File: config.mk
export PLATFORM = sky130hd
export DESIGN_NAME = uart_hex_rx
export DESIGN_NICKNAME = d
export VERILOG_FILES = /design/src/rtl/uart_hex_rx.sv
export SDC_FILE = /design/constraint.sdc
export NUM_CORES = 1
export LEC_CHECK = 0
export ABC_CLOCK_PERIOD_IN_PS = 5800
export BUFFER_PORTS_ARGS = -buffer_cell sky130_fd_sc_hd__buf_2
export CAP_MARGIN = 20
export CORE_ASPECT_RATIO = 1.75
export CORE_MARGIN = 4
export CORE_UTILIZATION = 40
export CTS_CLUSTER_DIAMETER = 100
export DETAILED_ROUTE_END_ITERATION = 6
export PLACE_DENSITY = 0.65
export SETUP_SLACK_MARGIN = 0.1
export SYNTH_ARGS = -nofsm -noshare
export SYNTH_HDL_FRONTEND = slang
export SYNTH_SLANG_ARGS = --single-unit
export TNS_END_PERCENT = 100
File: constraint.sdc
create_clock -name clk -period 5.8 [get_ports clk]
set_input_delay 0.58 -clock clk [delete_from_list [all_inputs] [get_ports clk]]
set_output_delay 0.58 -clock clk [all_outputs]
set_load 0.03 [all_outputs]
File: src/rtl/uart_hex_rx.sv
// uart_hex_rx: 8N1 UART receiver with ASCII hex-digit decoder.
// Ports: clk, rst_n, RxD in; RxD_data_ready, RxD_data[7:0], RxD_frame_error,
//   hex_output[3:0], hex_error out. ASCII2HEX_LOWERCASE_EN adds 'a'-'f'.
module uart_hex_rx #(
  parameter int ClkFrequency = 50000000,
  parameter int Baud         = 57600
) (
  input  logic       clk,
  input  logic       rst_n,
  input  logic       RxD,
  output logic       RxD_data_ready,
  output logic [7:0] RxD_data,
  output logic       RxD_frame_error,
  output logic [3:0] hex_output,
  output logic       hex_error
);

  localparam int CPB  = (ClkFrequency + Baud / 2) / Baud;
  localparam int HALF = CPB / 2;
  localparam int CW   = $clog2(CPB + 1);

  localparam logic [CW-1:0] LD_HALF = CW'(HALF - 1);
  localparam logic [CW-1:0] LD_BIT  = CW'(CPB - 1);

  typedef enum logic [2:0] {
    IDLE,
    START,
    DATA,
    STOP,
    WAIT_HIGH
  } state_t;

  state_t        state;
  logic [1:0]    sync;
  logic          rxs;
  logic [CW-1:0] cnt;
  logic [2:0]    idx;
  logic [7:0]    shreg;

  assign rxs = sync[1];

  always_ff @(posedge clk or negedge rst_n) begin
    if (!rst_n) begin
      sync            <= 2'b11;
      state           <= IDLE;
      cnt             <= '0;
      idx             <= '0;
      shreg           <= '0;
      RxD_data        <= '0;
      RxD_data_ready  <= 1'b0;
      RxD_frame_error <= 1'b0;
    end else begin
      sync            <= {sync[0], RxD};
      RxD_data_ready  <= 1'b0;
      RxD_frame_error <= 1'b0;
      unique case (state)
        IDLE: begin
          if (!rxs) begin
            cnt   <= LD_HALF;
            state <= START;
          end
        end
        START: begin
          if (cnt != '0) begin
            cnt <= cnt - 1'b1;
          end else if (!rxs) begin
            cnt   <= LD_BIT;
            idx   <= '0;
            state <= DATA;
          end else begin
            // start bit vanished by mid-bit: a glitch
            state <= IDLE;
          end
        end
        DATA: begin
          if (cnt != '0) begin
            cnt <= cnt - 1'b1;
          end else begin
            shreg <= {rxs, shreg[7:1]};
            cnt   <= LD_BIT;
            if (idx == 3'd7) state <= STOP;
            else             idx   <= idx + 1'b1;
          end
        end
        STOP: begin
          if (cnt != '0) begin
            cnt <= cnt - 1'b1;
          end else if (rxs) begin
            RxD_data       <= shreg;
            RxD_data_ready <= 1'b1;
            state          <= IDLE;
          end else begin
            RxD_frame_error <= 1'b1;
            state           <= WAIT_HIGH;
          end
        end
        WAIT_HIGH: begin
          // a break yields one error, not a stream of frames
          if (rxs) state <= IDLE;
        end
        default: state <= IDLE;
      endcase
    end
  end

  logic is_dig;
  logic is_up;
  logic is_lo;

  assign is_dig = (RxD_data >= 8'h30) && (RxD_data <= 8'h39);
  assign is_up  = (RxD_data >= 8'h41) && (RxD_data <= 8'h46);
`ifdef ASCII2HEX_LOWERCASE_EN
  assign is_lo  = (RxD_data >= 8'h61) && (RxD_data <= 8'h66);
`else
  assign is_lo  = 1'b0;
`endif

  always_comb begin
    hex_output = 4'h0;
    hex_error  = 1'b1;
    unique case (1'b1)
      is_dig: begin
        hex_output = 4'(RxD_data - 8'h30);
        hex_error  = 1'b0;
      end
      is_up: begin
        hex_output = 4'(RxD_data - 8'h37);
        hex_error  = 1'b0;
      end
      is_lo: begin
        hex_output = 4'(RxD_data - 8'h57);
        hex_error  = 1'b0;
      end
      default: begin
        hex_output = 4'h0;
        hex_error  = 1'b1;
      end
    endcase
  end

endmodule

# --- Yosys cells after proc, flatten, opt, wreduce, memory -nomap -nowiden ---
# Index checks and enable logic that the tools add are counted.
word_totals:
  latchBits: 0
  mem_bits_ro: 0
  memories: 0
  input_bits: 3
  ramBits: 0
  out_inout_bits: 15
  ff_bits: 36
  elab_cells: 72
op_classes:
  reduce_logical: 12
  n_eq_ne: 15
  bitwise: 1
  addsub: 4
  n_shift: 0
  n_div: 0
  n_mul: 0
  mux: 28
  order_cmp: 4
ops:
  columns: ["operator", "n"]
  rows:
  - ["10-bit two-way mux", 5]
  - ["10-bit case mux with 4 select lines", 1]
  - ["3-bit two-way mux", 11]
  - ["2-bit != test, second input constant", 9]
  - ["3-bit case mux with 5 select lines", 1]
  - ["10-bit nonzero test", 1]
  - ["10-bit by 1-bit subtractor with 10-bit output, second input constant", 1]
  - ["8-bit by 6-bit greater-or-equal comparator with 1-bit output, second input constant", 1]
  - ["8-bit by 7-bit greater-or-equal comparator with 1-bit output, second input constant", 1]
  - ["8-bit by 6-bit <= comparator with 1-bit output, second input constant", 1]
  - ["8-bit by 7-bit <= comparator with 1-bit output, second input constant", 1]
  - ["4-bit case mux with 2 select lines", 1]
  - ["1-bit two-way mux", 7]
  - ["3-bit by 2-bit equality test with 1-bit output, second input constant", 2]
  - ["3-bit equality test, second input constant", 2]
  - ["3-bit case mux with 2 select lines", 1]
  - ["6-bit AND reduction", 1]
  - ["5-bit AND reduction", 1]
  - ["4-bit AND reduction", 1]
  - ["4-bit nonzero test", 1]
  - ["4-bit by 1-bit subtractor with 4-bit output, second input constant", 1]
  - ["4-bit by 3-bit subtractor with 4-bit output, second input constant", 1]
  - ["3-bit by 1-bit adder with 3-bit output, second input constant", 1]
  - ["3-bit by 1-bit equality test with 1-bit output, second input constant", 1]
  - ["other kinds (9)", 10]

# --- Longest topological paths before layout ---
# Gate-level depths: netlist (run 1).
logic_depth:
  depth_word: 4
  mapped_depth: 8
  mapped_depth_nobuf: 7

# --- Worst setup path before layout (run 1) ---
# OpenSTA, ideal clock, no wires.
synth_timing:
  path_kind: "reg2out"
  from: "register RxD_data[0]"
  to: "output port hex_output[2]"
  slack_ps: 2937
  required_time_ps: 5220
  stages_incl_launch_ff: 7
  arrival_ps: 2283
  n_path_buf: 0
  cell_sequence: "dfrtp_1 inv_1 ha_1 o21bai_1 a2111oi_0 a21oi_1 mux2i_1"
synth_between:
  elab_chain_cells: 3
  word_cells_on_any_way: 9
  cone_classes: "add/sub: 2; order compare: 4; mux: 1; reduce/logical: 2"
synth_rtl:
  columns: ["element", "line_no", "source"]
  rows:
  - ["start: declaration", "12", "output logic [7:0] RxD_data,"]
  - ["start signal: assignment", "89", "RxD_data <= shreg;"]
  - ["8-bit by 7-bit greater-or-equal comparator with 1-bit output, or another cell as far along", "111", "assign is_up = (RxD_data >= 8'h41) && (RxD_data <= 8'h46);"]
  - ["1-bit logical AND, on equally long branches", "111, 110", null]
  - ["4-bit case mux with 2 select lines *", "121", "unique case (1'b1)"]
  - ["end: declaration", "14", "output logic [3:0] hex_output,"]
# Mark *: on every way between the ends. The rest lies on a longest branch, timed or not.

# --- Final worst setup path (run 1) ---
layout_timing:
  from: "register RxD_data[1]"
  to: "output port hex_output[2]"
# The elaborated chain is that of the path after synthesis.

==> results of run 1 <==
-- metrics by stage --
stage	total power, mW	cells
finish	0.431	248
global route	0.452	248
CTS	0.439	247
detailed placement	0.265	239
global placement	0.265	239
floorplan	0.259	177
-- area by class of cell --
cell class / count / area share (%)
clock buffer: 5 / 3.22
multi-input combinational: 128 / 45.0
clock inverter: 3 / 0.878
tap: 52 / 3.04
inverter: 6 / 1.05
timing repair buffer: 18 / 4.57
sequential: 36 / 42.3
-- routing by layer --
metal  up-vias  global-route usage [%]  share of wire (%)
met4         0                    4.67                1.5
met1       682                    14.6                 40
li1        682                       -                  -
met5         -                       0                  0
met3         5                    3.09                3.6
met2        23                    24.3                 55
-- worst max path at each step --
| stage | endpoint | cells after the start | slack [ps] |
|---|---|---|---|
| 3_3_place_gp | hex_output[0] | 6 | 3040 |
| 5_1_grt | hex_output[2] | 8 | 2810 |
| 3_5_place_dp | hex_output[0] | 6 | 2910 |
| 2_1_floorplan | hex_output[2] | 6 | 2940 |
| 6_report | hex_output[2] | 8 | 2940 |
| 4_1_cts | hex_output[0] | 6 | 2560 |
-- power by group --
part / internal (mW) / switching, mW
Sequential: 0.252 / 0.000638
Clock: 0.0835 / 0.0886
Combinational: 0.000810 / 0.00560
Total: 0.337 / 0.0948
-- worst max-delay path, delay by kind of cell, from the launching register on --
kind                     cells  cell delay, ps
AO/OA/AOI/OAI                3             690
adder cells (fa/ha/maj)      1             180
buffers and inverters        3             590
flip-flops                   1             430
multiplexers                 1             120
-- state kept, by name (all words and copies together) (netlist names) --
| register | cells |
|---|---|
| RxD_data | 8 |
| RxD_data_ready | 1 |
| RxD_frame_error | 1 |
| cnt | 10 |
| idx | 3 |
| shreg | 8 |
| state | 3 |
| sync | 2 |
-- logic make-up after synthesis --
family	after synthesis
AOI/OAI and AO/OA	44
muxes	19
and+or+nand+nor	58
adders and majority gates	7
buffers and inverters	13
DFF	36
-- layout by cell type, fill, tap and decap left out, drive strengths merged, types with 2 or more instances in the layout --
cell / n
dfrtp: 34
buf: 17
nor2: 16
mux2: 16
nand2: 13
o21ai: 11
a21oi: 9
nor3: 8
ha: 7
inv: 6
clkbuf: 5
nor4: 5
a22o: 4
nand2b: 4
a31oi: 4
mux2i: 3
a21o: 3
clkinv: 3
or3: 2
a311oi: 2
a211oi: 2
dfstp: 2
and3: 2
==> flow_summary_export.csv, run 1 <==
group,metric,value,unit
cts,htreeDepth,2,
global_route,grt_pass1_vias,1379,
sta,timing.setup.tns,0,ps
setup_path,crit_path_cell_trace,"inv_1 > ha_1 > o21bai_1 > a2111oi_0 > dlymetal6s2s_1 > a21oi_1 > mux2i_1 > buf_2",
yosys,synth_commonest_cells,"dfrtp_1 (34), nor2_1 (16), mux2_4 (13), nand2_1 (13), o21ai_0 (11)",
setup_path,reg2regPathDepth,6,
power_and_ir_drop,power_density,202,nW/µm²
cts,cts_setup_buffers,0,
yosys,synth_edf_count,0,
die,io_pins,18,
yosys,synthSimpleGateAreaFrac,16.7,%
placement,portBuffers,17,
global_route,antenna_found_initial,0,
sta,post-route-min-period,2860,ps
yosys,synth_area,1950,µm²
global_route,grt_use_total,13.4,%
placement,pre_cts_ws,2910,ps
yosys,synthFlopType,"dfrtp_1",
setup_path,slowest_delay,550,ps
final_layout,regArea,903,µm²
yosys,synth_top_family_by_area,"simple AND/OR/NAND/NOR gates",
setup_path,slowest_stage,"a2111oi_0",
cts,clock_tree.root_cell,"clkbuf_8",
sta,setup_violations,0,
cts,cts_resized,0,
hold_path,worstHoldPathType,"in -> async",
outcome,outcome,"complete, no violations",
sta,worst_pin_slew,784,ps
yosys,yosys.area_share.xor_xnor,0,%
die,core-area,4710,µm²
placement,dp_hpwl,2690,µm
final_layout,layout.nets,205,
cts,insertion_delay,280,ps
setup_path,cp_max_fo,5,
setup_path,startpoint_type,"flop",
global_route,grt_first_pass_wirelength,6250,µm
yosys,syn_avg_cell_area,11.0,µm²
sta,layout_setup_ws,2940,ps
power_and_ir_drop,total_leakage_power,1.06,nW
setup_path,end_kind,"primary output",
die,fp-row-count,33,
final_layout,fillers,460,
yosys,ys_ff_latch,36,
routing,wl,3680,µm
setup_path,cp-startpoint,"RxD_data[1]",
setup_path,critical_path_required,5220,ps
yosys,synthArstFlopShare,100,%
die,initial_core_util,41.5,%
setup_path,r2r_start,"cnt[0]",
yosys,yosys.area.top_type,"dfrtp_1",
routing,drtIter0Drc,26,
setup_path,path_class,"reg -> out",
yosys,synth_top_area_share,43.6,%
routing,vias_per_cell,5.61,
global_route,overflow,0,
routing,drc,0,
die,fp.dieH,100,µm
setup_path,reg2reg_setup_slack,3490,ps
global_route,grt_max_degree,37,
yosys,synth.area.top_cells,"dfrtp_1 (44%), mux2_4 (10%), ha_1 (4.5%)",
sta,post-route-period-util,49.4,%
yosys,synth_compound_area_share,14.8,%
final_layout,syn2layout_area_growth,9.49,%
sta,clock_skew,3.58,ps
final_layout,drive_gt1_share,25.0,%
final_layout,final_area,2140,µm²
yosys,yosysSeqAreaShare,46.3,%
yosys,yosys_warnings,0,
final_layout,multi_input_area,961,µm²
sta,max_freq,349,MHz
setup_path,arrival,2280,ps
final_layout,n_antenna_cell,0,
yosys,synthMuxAreaShare,13.3,%
sta,drv_slew,0,
cts,cts_tree,"built",
routing,final_antenna_net_count,0,
routing,routedWlPerCell,14.8,µm
yosys,synthAdderAreaFrac,4.49,%
yosys,synth.distinct_cells,45,
yosys,syn_nets,187,
cts,hold_buffers,0,
sta,rsz0062_at_grt,"no",
cts,clkTransAtPathRegs,70,ps
flow_run,drv_cap,0,
sta,relSlewSlack,47.7,%
cts,cts_buffer_depth,2,
cts,cts_sinks,36,
placement,gp_congestion,0.810,
cts,cts-buffers-inserted,5,
routing,vias,1392,
die,die_w,60.8,µm
final_layout,final_util,45.4,%
routing,firstDrtPassIters,4,
die,dieArea,6110,µm²
power_and_ir_drop,ir_worst_vdd,0.130,mV
sta,hold_ws,357,ps
yosys,syn_inst,177,
sta,hold_violations,0,
yosys,synth.most_common_cell,"dfrtp_1",
placement,place_area,2040,µm²
setup_path,reg2reg_to,"shreg[0]",
Note: power is estimated with default switching activity, not from simulation.
==> run 2: changes to the inputs <==
- ABC_AREA: default -> 1
- ABC_CLOCK_PERIOD_IN_PS: 5800 -> 2600
- PLACE_DENSITY: 0.65 -> 0.67
- clock period: 5.8 -> 2.6 ns (I/O delays scaled with it)
==> flow_summary_export.csv, run 2 <==
group,metric,value,unit
global_route,antenna_found_initial,0,
global_route,grt_first_pass_wirelength,7220,µm
final_layout,layout.nets,298,
sta,post-route-period-util,74.9,%
yosys,synthFlopType,"dfrtp_1",
cts,htreeDepth,2,
setup_path,critPathBufInv,3,
sta,rsz0062_at_grt,"no",
setup_path,slowest_delay,420,ps
yosys,yosys_warnings,0,
setup_path,path_class,"reg -> out",
setup_path,startpoint_type,"flop",
global_route,grt_pass1_vias,1691,
routing,final_antenna_net_count,0,
die,core-area,5020,µm²
final_layout,n_antenna_cell,0,
final_layout,final_area,2320,µm²
placement,pre_cts_ws,933,ps
cts,cts_buffer_depth,2,
final_layout,reg_top3,"cnt x10, RxD_data x8, shreg x8",
die,fp.dieH,103,µm
routing,vias_per_cell,4.88,
setup_path,slowest_stage,"dfrtp_1",
yosys,yosys.area.top_type,"dfrtp_1",
final_layout,regArea,903,µm²
placement,place_area,2210,µm²
setup_path,r2r_start,"cnt[0]",
yosys,synth_commonest_cells,"nand2_1 (79), inv_1 (46), dfrtp_1 (34), nand3_1 (17), nor2_1 (14)",
sta,max_freq,514,MHz
sta,hold_violations,0,
placement,gp_congestion,0.898,
routing,drc,0,
sta,drv_slew,0,
cts,insertion_delay,280,ps
sta,worst_pin_slew,792,ps
setup_path,cp_max_fo,5,
routing,drtIter0Drc,33,
final_layout,largest_reg_flops,10,
routing,firstDrtPassIters,6,
yosys,synth.area.top_cells,"dfrtp_1 (41%), nand2_1 (14%), inv_1 (8.3%)",
cts,cts_tree,"built",
yosys,synth.most_common_cell,"nand2_1",
sta,setup_violations,0,
cts,cts_setup_buffers,0,
routing,vias,1673,
setup_path,critical_path_required,2340,ps
yosys,synth_edf_count,0,
final_layout,fillers,525,
outcome,outcome,"complete, no violations",
yosys,ys_ff_latch,36,
die,initial_core_util,41.5,%
setup_path,cp_top_family,"buffers and inverters",
routing,routedWlPerCell,11.8,µm
die,dieArea,6470,µm²
yosys,synth_area,2080,µm²
sta,hold_ws,54.0,ps
setup_path,arrival,1690,ps
power_and_ir_drop,ir_worst_vdd,0.249,mV
global_route,grt_max_degree,37,
final_layout,largest-register,"cnt",
placement,dp_hpwl,3190,µm
flow_run,drv_cap,0,
final_layout,syn2layout_area_growth,11.4,%
die,die_w,62.5,µm
power_and_ir_drop,power_density,457,nW/µm²
sta,clock_skew,4.26,ps
sta,post-route-min-period,1950,ps
setup_path,reg2regPathDepth,7,
yosys,synth_top_area_share,40.9,%
final_layout,multi_input_area,976,µm²
cts,cts-buffers-inserted,5,
global_route,overflow,0,
cts,clkTransAtPathRegs,70,ps
sta,relSlewSlack,47.2,%
yosys,syn_inst,266,
die,fp-row-count,34,
final_layout,drive_gt1_share,18.3,%
cts,hold_buffers,0,
cts,clock_tree.root_cell,"clkbuf_8",
setup_path,crit_path_cell_trace,"inv_1 > ha_1 > nand3_1 > nand3_1 > inv_1 > nand2_1 > o21ai_0 > buf_2",
setup_path,reg2reg_setup_slack,1020,ps
yosys,synthArstFlopShare,100,%
hold_path,worstHoldPathType,"in -> async",
routing,wl,4060,µm
final_layout,final_cell_count_no_fill,343,
yosys,synth.distinct_cells,29,
cts,cts_resized,0,
placement,dp.cells,335,
setup_path,reg2reg_to,"RxD_data[0]",
final_layout,layout_common_cells,"nand2_1 (79), inv_1 (46), dfrtp_1 (34)",
setup_path,end_kind,"primary output",
power_and_ir_drop,total_leakage_power,1.25,nW
sta,timing.setup.tns,0,ps
die,io_pins,18,
yosys,syn_avg_cell_area,7.83,µm²
global_route,grt_use_total,14.2,%
power_and_ir_drop,power,1.06,mW
yosys,yosysSeqAreaShare,43.4,%
final_layout,final_util,46.2,%
final_layout,final_common_cell,"nand2_1",
placement,portBuffers,17,
yosys,syn_nets,276,
sta,layout_setup_ws,654,ps
cts,cts_sinks,36,
## run 2: cell families after synthesis
kind of cell               synth area share [%]
xor gates and xnor gates                   1.68
DFF                                        43.4
and+or+nand+nor                            31.0
AOI/OAI and AO/OA                          9.98
buffers and inverters                      9.74
adders and majority gates                  4.21
## run 2: layout make-up
cell class | instances | share of cell area [%]
Clock buffer | 6 | 3.13
Multi-Input combinational cell | 180 | 42.1
Timing Repair Buffer | 17 | 3.67
Inverter | 48 | 7.77
Clock inverter | 2 | 1.51
Sequential cell | 36 | 38.9
Tap cell | 54 | 2.91
## run 2: worst max path at each step
stage,startpoint,cells past startpoint,to
2_1_floorplan,RxD_data[1],6,hex_output[0]
3_3_place_gp,RxD_data[0],8,hex_output[1]
3_5_place_dp,RxD_data[0],8,hex_output[1]
4_1_cts,RxD_data[0],8,hex_output[1]
5_1_grt,RxD_data[0],8,hex_output[1]
6_report,RxD_data[0],8,hex_output[1]
## run 2: routing by layer
| metal | vias to the layer above | part of all wire, % | global-route usage [%] |
|---|---|---|---|
| li1 | 871 | - | - |
| met1 | 755 | 36 | 12.6 |
| met2 | 33 | 55 | 28.5 |
| met3 | 14 | 3.4 | 3.03 |
| met4 | 0 | 4.8 | 9.35 |
| met5 | - | 0 | 0 |
## run 2: power by group
group	leakage (nW)	switching (mW)	internal, mW
registers	0.476	0.00155	0.563
clock network	0.0552	0.196	0.285
logic	0.722	0.0139	0.00222
total	1.25	0.212	0.849
==> run 3: changes to the inputs <==
- ABC_CLOCK_PERIOD_IN_PS: 2600 -> 2000
- PLACE_DENSITY: 0.67 -> 0.65
- clock period: 2.6 -> 2 ns (I/O delays scaled with it)
==> flow_summary_export.csv, run 3 (synthesized netlist as in run 2, its figures left out) <==
group,metric,value,unit
placement,dp.cells,335,
setup_path,end_kind,"primary output",
final_layout,reg_top3,"cnt x10, RxD_data x8, shreg x8",
die,fp.dieH,103,µm
die,initial_core_util,41.5,%
setup_path,critical_path_required,1800,ps
final_layout,layout_common_cells,"nand2_1 (77), inv_1 (41), dfrtp_1 (33)",
power_and_ir_drop,ir_worst_vdd,0.320,mV
final_layout,final_common_cell,"nand2_1",
placement,place_area,2210,µm²
sta,rsz0062_at_grt,"yes",
global_route,grt_pass1_vias,1678,
setup_path,startpoint_type,"flop",
placement,pre_cts_ws,359,ps
sta,post-route-period-util,91.0,%
final_layout,syn2layout_area_growth,13.6,%
sta,hold_ws,-1.19,ps
placement,portBuffers,17,
power_and_ir_drop,switchingPower,0.261,mW
setup_path,endpoint,"hex_output[0]",
global_route,grt_first_pass_wirelength,7290,µm
outcome,violations,"hold timing",
setup_path,reg2regPathDepth,8,
cts,cts_sinks,36,
setup_path,cp-startpoint,"RxD_data[1]",
die,io_pins,18,
sta,relSlewSlack,47.5,%
power_and_ir_drop,p_sw_share,20.5,%
power_and_ir_drop,power.share.sequential,57.4,%
routing,wl,4110,µm
cts,cts_buffer_depth,2,
global_route,overflow,0,
placement,dp_hpwl,3170,µm
die,die_w,62.5,µm
setup_path,arrival,1620,ps
routing,drtIter0Drc,49,
setup_path,path_class,"reg -> out",
die,core-area,5020,µm²
final_layout,n_antenna_cell,0,
global_route,grt_use_total,14.4,%
routing,routedWlPerCell,11.9,µm
sta,max_freq,549,MHz
flow_run,drv_cap,0,
placement,gp_congestion,0.890,
power_and_ir_drop,power.internal,1.02,mW
die,fp-row-count,34,
final_layout,largest-register,"cnt",
hold_path,worstHoldPathType,"in -> async",
sta,drv_slew,0,
cts,htreeDepth,2,
routing,vias_per_cell,4.87,
setup_path,cp_max_fo,4,
cts,clock_tree.root_cell,"clkbuf_8",
setup_path,r2r_start,"cnt[0]",
die,dieArea,6470,µm²
final_layout,final_cell_count_no_fill,345,
final_layout,drive_gt1_share,22.0,%
sta,post-route-min-period,1820,ps
cts,clkTransAtPathRegs,70,ps
global_route,antenna_found_initial,0,
final_layout,largest_reg_flops,10,
final_layout,regArea,905,µm²
setup_path,reg2reg_to,"RxD_data[0]",
routing,drc,0,
cts,cts-buffers-inserted,5,
final_layout,multi_input_area,1000,µm²
power_and_ir_drop,total_leakage_power,1.25,nW
cts,cts_tree,"built",
cts,insertion_delay,280,ps
final_layout,fillers,515,
setup_path,reg2reg_setup_slack,380,ps
sta,layout_setup_ws,180,ps
power_and_ir_drop,power_density,540,nW/µm²
sta,clock_skew,7.71,ps
final_layout,layout.nets,300,
global_route,grt_max_degree,37,
power_and_ir_drop,power,1.28,mW
sta,worst_pin_slew,787,ps
power_and_ir_drop,power_frac_clock,40.8,%
power_and_ir_drop,power_frac_comb,1.8,%
sta,setup_violations,0,
sta,timing.setup.tns,0,ps
sta,hold_violations,3,
routing,vias,1681,
outcome,outcome,"complete, but fails checks",
final_layout,final_area,2360,µm²
routing,final_antenna_net_count,0,
routing,firstDrtPassIters,4,
run 3: layout make-up:
| type | instances | share of cell area [%] |
|---|---|---|
| clock buffer | 8 | 3.81 |
| inverter | 48 | 7.62 |
| multi-input combinational | 180 | 42.4 |
| sequential | 36 | 38.3 |
| tap | 54 | 2.86 |
| timing repair buffer | 19 | 5.03 |
run 3: power by group through the flow:
stage / registers [mW] / logic [mW] / clock network (mW)
detailed placement: 0.748 / 0.0226 / 0
floorplan: 0.747 / 0.00461 / 0
finish: 0.734 / 0.0224 / 0.522
global route: 0.734 / 0.0271 / 0.574
CTS: 0.734 / 0.0228 / 0.548
global placement: 0.747 / 0.0225 / 0
run 3: routing by layer:
layer,part of all wire (%),GRT usage [%]
met1,38,13.5
met3,3.1,3.14
met2,56,28.9
met4,3.0,7.82
met5,0,0
run 3: worst min path at each step:
stage,endpoint,from,slack [ps]
after global routing,idx[2],rst_n,70
final,state[1],rst_n,-1
after global placement,sync[0],RxD,310
after CTS,sync[0],RxD,0.4
after detailed placement,sync[0],RxD,310
after floorplan,RxD_data[0],rst_n,-100
run 3: per-stage QoR:
stage                     util [%]  hold slack [ps]
after floorplan                  -            -95.6
after detailed placement      44.1              306
after CTS                     45.9            0.434
final                         47.1            -1.19
after global placement        44.1              307
after global routing          47.1             67.0
run 3: worst max-delay path: stages (launching register included):
cell and delay, ps:
dfrtp_1 420, inv_2 110, ha_4 140, inv_2 30
o211ai_1 150, nand2_1 130, o21ai_0 170, buf_4 180
run 3: what timing repair did:
item / 4_1_cts / 5_1_grt
pin swaps: 0 / 4
gates resized for setup: 1 / 19
hold buffers: 0 / 1
setup buffers: 0 / 1
endpoints found under the setup margin: 1 / 5
hold endpoints to repair: 0 / 1
